===== src/rtl/uart_line_rx.sv =====
// uart_line_rx: collects UART bytes into a CR/LF-terminated line and holds it for a consumer.
// Defining `UART_LINE_MATCH_EN builds the "ALINX" line comparator that drives match.
//
// state   | meaning
// IDLE    | waiting for the first non-terminator byte of a line
// COLLECT | storing bytes until terminator, overflow or idle timeout
// HOLD    | completed line frozen until line_ack
// DISCARD | overlong line, swallowing bytes up to the next terminator
module uart_line_rx #(
    parameter int DEPTH   = 32,
    parameter int TIMEOUT = 262143
) (
    input  logic       clk,
    input  logic       rst_n,
    input  logic       rdsig,
    input  logic [7:0] rxdata,
    input  logic       line_ack,
    input  logic [5:0] rd_addr,
    output logic [7:0] rd_data,
    output logic       line_valid,
    output logic [6:0] line_len,
    output logic       overflow,
    output logic       timeout,
    output logic       dropped,
    output logic       match
);
    localparam int AW = $clog2(DEPTH);
    localparam int CW = AW + 1;
    localparam int TW = $clog2(TIMEOUT);
    localparam logic [CW-1:0] CNT_FULL = CW'(DEPTH);
    localparam logic [TW-1:0] TMR_LAST = TW'(TIMEOUT - 1);

    typedef enum logic [1:0] {IDLE, COLLECT, HOLD, DISCARD} state_t;

    state_t        state, state_nxt;
    logic [CW-1:0] cnt, cnt_nxt;
    logic [TW-1:0] timer, timer_nxt;
    logic [7:0]    mem [DEPTH];
    logic          is_term, wr_en;
    logic          valid_nxt, ovf_nxt, to_nxt, drop_nxt;
    logic [6:0]    len_nxt;
    logic          unused_rd_addr;

    assign is_term        = (rxdata == 8'd13) || (rxdata == 8'd10);
    assign unused_rd_addr = ^rd_addr;

    always_ff @(posedge clk or negedge rst_n) begin
        if (!rst_n) state <= IDLE;
        else        state <= state_nxt;
    end

    // cnt is forced to 0 on every path back to IDLE, so it doubles as the write address
    always_comb begin
        state_nxt = state;
        cnt_nxt   = cnt;
        timer_nxt = '0;
        wr_en     = 1'b0;
        valid_nxt = line_valid;
        len_nxt   = line_len;
        ovf_nxt   = 1'b0;
        to_nxt    = 1'b0;
        drop_nxt  = 1'b0;
        case (state)
            IDLE: begin
                if (rdsig && !is_term) begin
                    wr_en     = 1'b1;
                    cnt_nxt   = CW'(1);
                    state_nxt = COLLECT;
                end
            end
            COLLECT: begin
                if (rdsig) begin
                    if (is_term) begin
                        valid_nxt = 1'b1;
                        len_nxt   = 7'(cnt);
                        state_nxt = HOLD;
                    end else if (cnt == CNT_FULL) begin
                        ovf_nxt   = 1'b1;
                        cnt_nxt   = '0;
                        state_nxt = DISCARD;
                    end else begin
                        wr_en   = 1'b1;
                        cnt_nxt = cnt + CW'(1);
                    end
                end else if (timer == TMR_LAST) begin
                    to_nxt    = 1'b1;
                    cnt_nxt   = '0;
                    state_nxt = IDLE;
                end else begin
                    timer_nxt = timer + TW'(1);
                end
            end
            HOLD: begin
                drop_nxt = rdsig;
                if (line_ack) begin
                    valid_nxt = 1'b0;
                    len_nxt   = '0;
                    cnt_nxt   = '0;
                    state_nxt = IDLE;
                end
            end
            DISCARD: begin
                if (rdsig) begin
                    if (is_term) state_nxt = IDLE;
                end else if (timer == TMR_LAST) begin
                    to_nxt    = 1'b1;
                    state_nxt = IDLE;
                end else begin
                    timer_nxt = timer + TW'(1);
                end
            end
            default: state_nxt = IDLE;
        endcase
    end

    always_ff @(posedge clk or negedge rst_n) begin
        if (!rst_n) begin
            cnt        <= '0;
            timer      <= '0;
            line_valid <= 1'b0;
            line_len   <= '0;
            overflow   <= 1'b0;
            timeout    <= 1'b0;
            dropped    <= 1'b0;
            rd_data    <= '0;
        end else begin
            cnt        <= cnt_nxt;
            timer      <= timer_nxt;
            line_valid <= valid_nxt;
            line_len   <= len_nxt;
            overflow   <= ovf_nxt;
            timeout    <= to_nxt;
            dropped    <= drop_nxt;
            rd_data    <= mem[rd_addr[AW-1:0]];
        end
    end

    always_ff @(posedge clk) begin
        if (wr_en) mem[cnt[AW-1:0]] <= rxdata;
    end

`ifdef UART_LINE_MATCH_EN
    localparam logic [CW-1:0] CNT_FIVE = CW'(5);

    logic       match_flag;
    logic [7:0] match_byte;

    always_comb begin
        match_byte = 8'd0;
        case (cnt[2:0])
            3'd0:    match_byte = 8'd65;
            3'd1:    match_byte = 8'd76;
            3'd2:    match_byte = 8'd73;
            3'd3:    match_byte = 8'd78;
            3'd4:    match_byte = 8'd88;
            default: match_byte = 8'd0;
        endcase
    end

    always_ff @(posedge clk or negedge rst_n) begin
        if (!rst_n) begin
            match_flag <= 1'b0;
            match      <= 1'b0;
        end else begin
            if (state == IDLE && rdsig && !is_term)
                match_flag <= (rxdata == 8'd65);
            else if (state == COLLECT && rdsig && !is_term)
                match_flag <= match_flag && (cnt < CNT_FIVE) && (rxdata == match_byte);
            if (state == COLLECT && rdsig && is_term)
                match <= match_flag && (cnt == CNT_FIVE);
            else if (state == HOLD && line_ack)
                match <= 1'b0;
        end
    end
`else
    assign match = 1'b0;
`endif

endmodule


===== config.mk =====
export PLATFORM = sky130hd
export DESIGN_NAME = uart_line_rx
export DESIGN_NICKNAME = d
export VERILOG_FILES = /design/src/rtl/uart_line_rx.sv
export SDC_FILE = /design/constraint.sdc
export NUM_CORES = 1
export LEC_CHECK = 0
export BUFFER_PORTS_ARGS = -buffer_cell sky130_fd_sc_hd__buf_4
export CELL_PAD_IN_SITES_DETAIL_PLACEMENT = 0
export CELL_PAD_IN_SITES_GLOBAL_PLACEMENT = 1
export CORE_ASPECT_RATIO = 0.6
export CORE_MARGIN = 8
export CORE_UTILIZATION = 45
export CTS_BUF_LIST = sky130_fd_sc_hd__clkbuf_4 sky130_fd_sc_hd__clkbuf_8 sky130_fd_sc_hd__clkbuf_16
export CTS_CLUSTER_DIAMETER = 50
export DETAILED_ROUTE_END_ITERATION = 10
export GPL_ROUTABILITY_DRIVEN = 0
export PLACE_DENSITY = 0.8
export SYNTH_ARGS = -nofsm -noshare
export SYNTH_HDL_FRONTEND = slang
export SYNTH_SLANG_ARGS = --single-unit

===== constraint.sdc =====
create_clock -name clk -period 3.2 [get_ports clk]
set_input_delay 0 -clock clk [delete_from_list [all_inputs] [get_ports clk]]
set_output_delay 0 -clock clk [all_outputs]
set_load 0.02 [all_outputs]

==> metrics.csv <==
stage,metric,value,unit
outcome,status,"finished, violations left",
outcome,violations,negative hold slack,
worst_hold_path,min_path_type,in -> async,
route,post_drt_wl_per_cell,23.4,um
clocking,cts-root-buf,clkbuf_16,
yosys,ys_seq_area_share,73.0,%
route,drt-vias-per-instance,5.62,
die,dieArea,32400,um^2
timing,hold_slack,-0.0146,ns
yosys,avgSynthCellArea,19.2,um^2
die,die_h,143,um
die,core-area,26400,um^2
grt,track_usage,16.1,%
layout,design_area,14000,um^2
pwr,power_density,643,nW/um^2
timing,slew_violations,0,
clocking,htreeDepth,1,
clocking,postCtsResizedCells,0,
clocking,cts_tree,built,
die,io_pins,38,
timing,timing.final.crit_share,87.9,%
layout,finalNetCount,738,
pwr,finalPower,8.99,mW
die,die_w,227,um
yosys,syn_inst,626,
timing,setup_viol,0,
critical_path,worstPathRequired,3.45,ns
yosys,synth_seq_cells,300,
route,first_pass_iters,5,
critical_path,worst-setup-path-type,reg -> reg,
layout,regArea,8790,um^2
grt,grt_max_degree,65,
die,std_cell_rows,46,
critical_path,cp_slowest_cell,a211oi_1,
clocking,clk_latency,0.56,ns
critical_path,worstSetupEndpointType,register,
route,dr.first_iter.drc_count,808,
layout,drive_above_1_share,28.9,%
layout,antenna_cells,0,
grt,grt_pass1_wl,39000,um
layout,nFillCells,2071,
clocking,cts_made_buffers,30,
pwr,vdd_drop_max,0.450,mV
layout,finalNonFillerCells,1094,
route,drc_errors,0,
critical_path,cp_max_fo,11,
grt,antenna_found_initial,0,
timing,rsz0062_at_grt,no,
timing,relSlewSlack,43.8,%
timing,clock.fmax,0.356,GHz
critical_path,cp_cell_sequence,"inv_1, ha_1, o21ai_0, a211oi_1, nand2_1, nor2_1, buf_4",
placement,dp_cells,1029,
flow_run,max_cap_viol_count,0,
route,num_vias,6148,
clocking,clk_pin_slew_worst_paths,0.06,ns
timing,setup_ws,0.387,ns
placement,dpl.hpwl,16700,um
timing,fin_setup_tns,0,ns
layout,area_growth,16.2,%
clocking,hold_buffers,9,
critical_path,crit_arrival,3.06,ns
timing,worst_pin_slew,0.844,ns
pwr,p_leak,4.76,nW
grt,grt-ovfl-total,0,
yosys,syn_area,12000,um^2
placement,port_buffers,34,
clocking,cts_setup_buffers,0,
clocking,clock_sinks,300,
timing,finalHoldViolations,12,
route,wl,25600,um
timing,finalCriticalPeriod,2.81,ns
yosys,synth-warning-count,0,
clocking,clk_path_buf_depth,3,
grt,grt_pass1_vias,6332,
critical_path,critPathMaxStageDelay,0.54,ns
critical_path,worst_setup_path_start_kind,register,
route,final_antenna_net_count,0,
die,start_util,45.7,%
placement,placed_area,12900,um^2
placement,place_ws,0.486,ns
timing,clock_skew,0.0230,ns
layout,multi_input_area,3040,um^2
yosys,yosysUniqueCellTypes,45,
[flip-flops by register name, indices dropped and copies added (netlist names), 2 cells and up]
| signal | cells |
|---|---|
| mem | 256 |
| timer | 18 |
| rd_data | 8 |
| cnt | 6 |
| line_len | 6 |
| state | 2 |
[cells in the final DEF (no fill, tap or decap), drive strengths merged, types with 2 or more instances in the layout]
cell type      n
a211oi         3
a21oi          5
a221o          5
and2           2
and3           5
and4           3
buf           73
bufinv         3
clkbuf        36
clkinv        16
conb           2
dfrtp         44
dlygate4sd3    9
edfxtp       256
ha            10
inv           13
mux2           9
mux4          80
nand2         19
nand3         16
nand4          3
nor2          60
nor2b          3
nor3           7
nor3b          2
nor4           2
o21ai         11
o31ai          6
or3            3
xnor2          8
xor2           8
[critical path, delay by kind of cell (launching register included)]
| family | cells | cell delay, ns |
|---|---|---|
| buffers and inverters | 2 | 0.33 |
| adder cells (fa/ha/maj) | 1 | 0.40 |
| flip-flops | 1 | 0.43 |
| AND/OR/NAND/NOR | 2 | 0.64 |
| AO/OA/AOI/OAI | 2 | 0.68 |
[per-stage QoR]
step	hold WS [ns]	util, %
after global placement	0.0380	48.9
after floorplan	-0.296	-
after CTS	0.00796	53.1
final	-0.0146	53.1
after global routing	0.0304	53.1
after detailed placement	0.0525	48.9
[area by class of cell]
type	count	area share (%)
Clock buffer	36	5.81
Clock inverter	20	1.34
Inverter	12	0.322
Multi-Input combinational cell	284	21.8
Sequential cell	300	62.8
Tap cell	360	3.22
Timing Repair Buffer	82	4.74
[where the power goes]
group          total, mW  leakage, nW  internal [mW]  switching (mW)
clock network       3.51        0.499           2.06            1.45
registers           4.46         2.89           4.39          0.0727
logic               1.02         1.37          0.381           0.638
[final timing paths]
check                             from          end  slack (ns)  cells past startpoint
max                           state[1]   mem[29][7]        0.39                      7
min                              rst_n      dropped       -0.01                      2
max reg2reg                   state[1]   mem[29][7]        0.39                      7
min reg2reg                line_len[3]  line_len[3]        0.52                      2
max in group asynchronous        rst_n   rd_data[7]        2.76                      2
min in group clk             rxdata[0]    mem[8][0]        0.03                      2
[kinds of logic after synthesis]
logic type | share of synthesized area, %
flops | 73.0
other cells | 0.0311
mux | 15.9
compound gates | 2.24
buf+inv | 1.80
simple gates | 4.88
fa+ha+maj | 1.04
xor+xnor | 1.16
[Yosys cell counts, drive strengths merged]
master	n	area, um^2
inv	12	45.0
nand2	19	71.3
and4	3	26.3
o21bai	1	7.51
mux4	80	1800
nor2	60	225
o211ai	1	7.51
a211oi	3	27.5
or2	1	6.26
or4	1	7.51
conb	1	3.75
or3	3	18.8
nand3	16	80.1
edfxtp	256	7690
nor3b	2	15.0
and3b	1	8.76
and3	5	31.3
nor3	7	35.0
a31o	1	8.76
nor4	2	12.5
o31ai	6	45.0
o2111ai	1	8.76
o22ai	1	6.26
xor2	8	70.1
a21o	1	7.51
o2111a	1	11.3
o21ai	11	55.1
ha	10	125
nor2b	3	18.8
o211a	1	10.0
a21oi	5	25.0
clkbuf	8	30.0
nand4	3	18.8
mux2	9	101
mux2i	1	10.0
buf	23	141
dfrtp	44	1100
and2	2	12.5
a221o	5	50.1
xnor2	8	70.1
[metal layers]
metal | vias to the layer above | GRT usage [%] | part of all wire, % | wire, um
met1 | 3219 | 23.7 | 45 | 11500
li1 | 2675 | - | - | -
met2 | 220 | 24.2 | 45 | 11600
met4 | 0 | 2.83 | 1.3 | 334
met3 | 34 | 4.38 | 8.5 | 2180
met5 | - | 0 | 0 | 0
No activity file was read; power rests on OpenSTA's default activity.
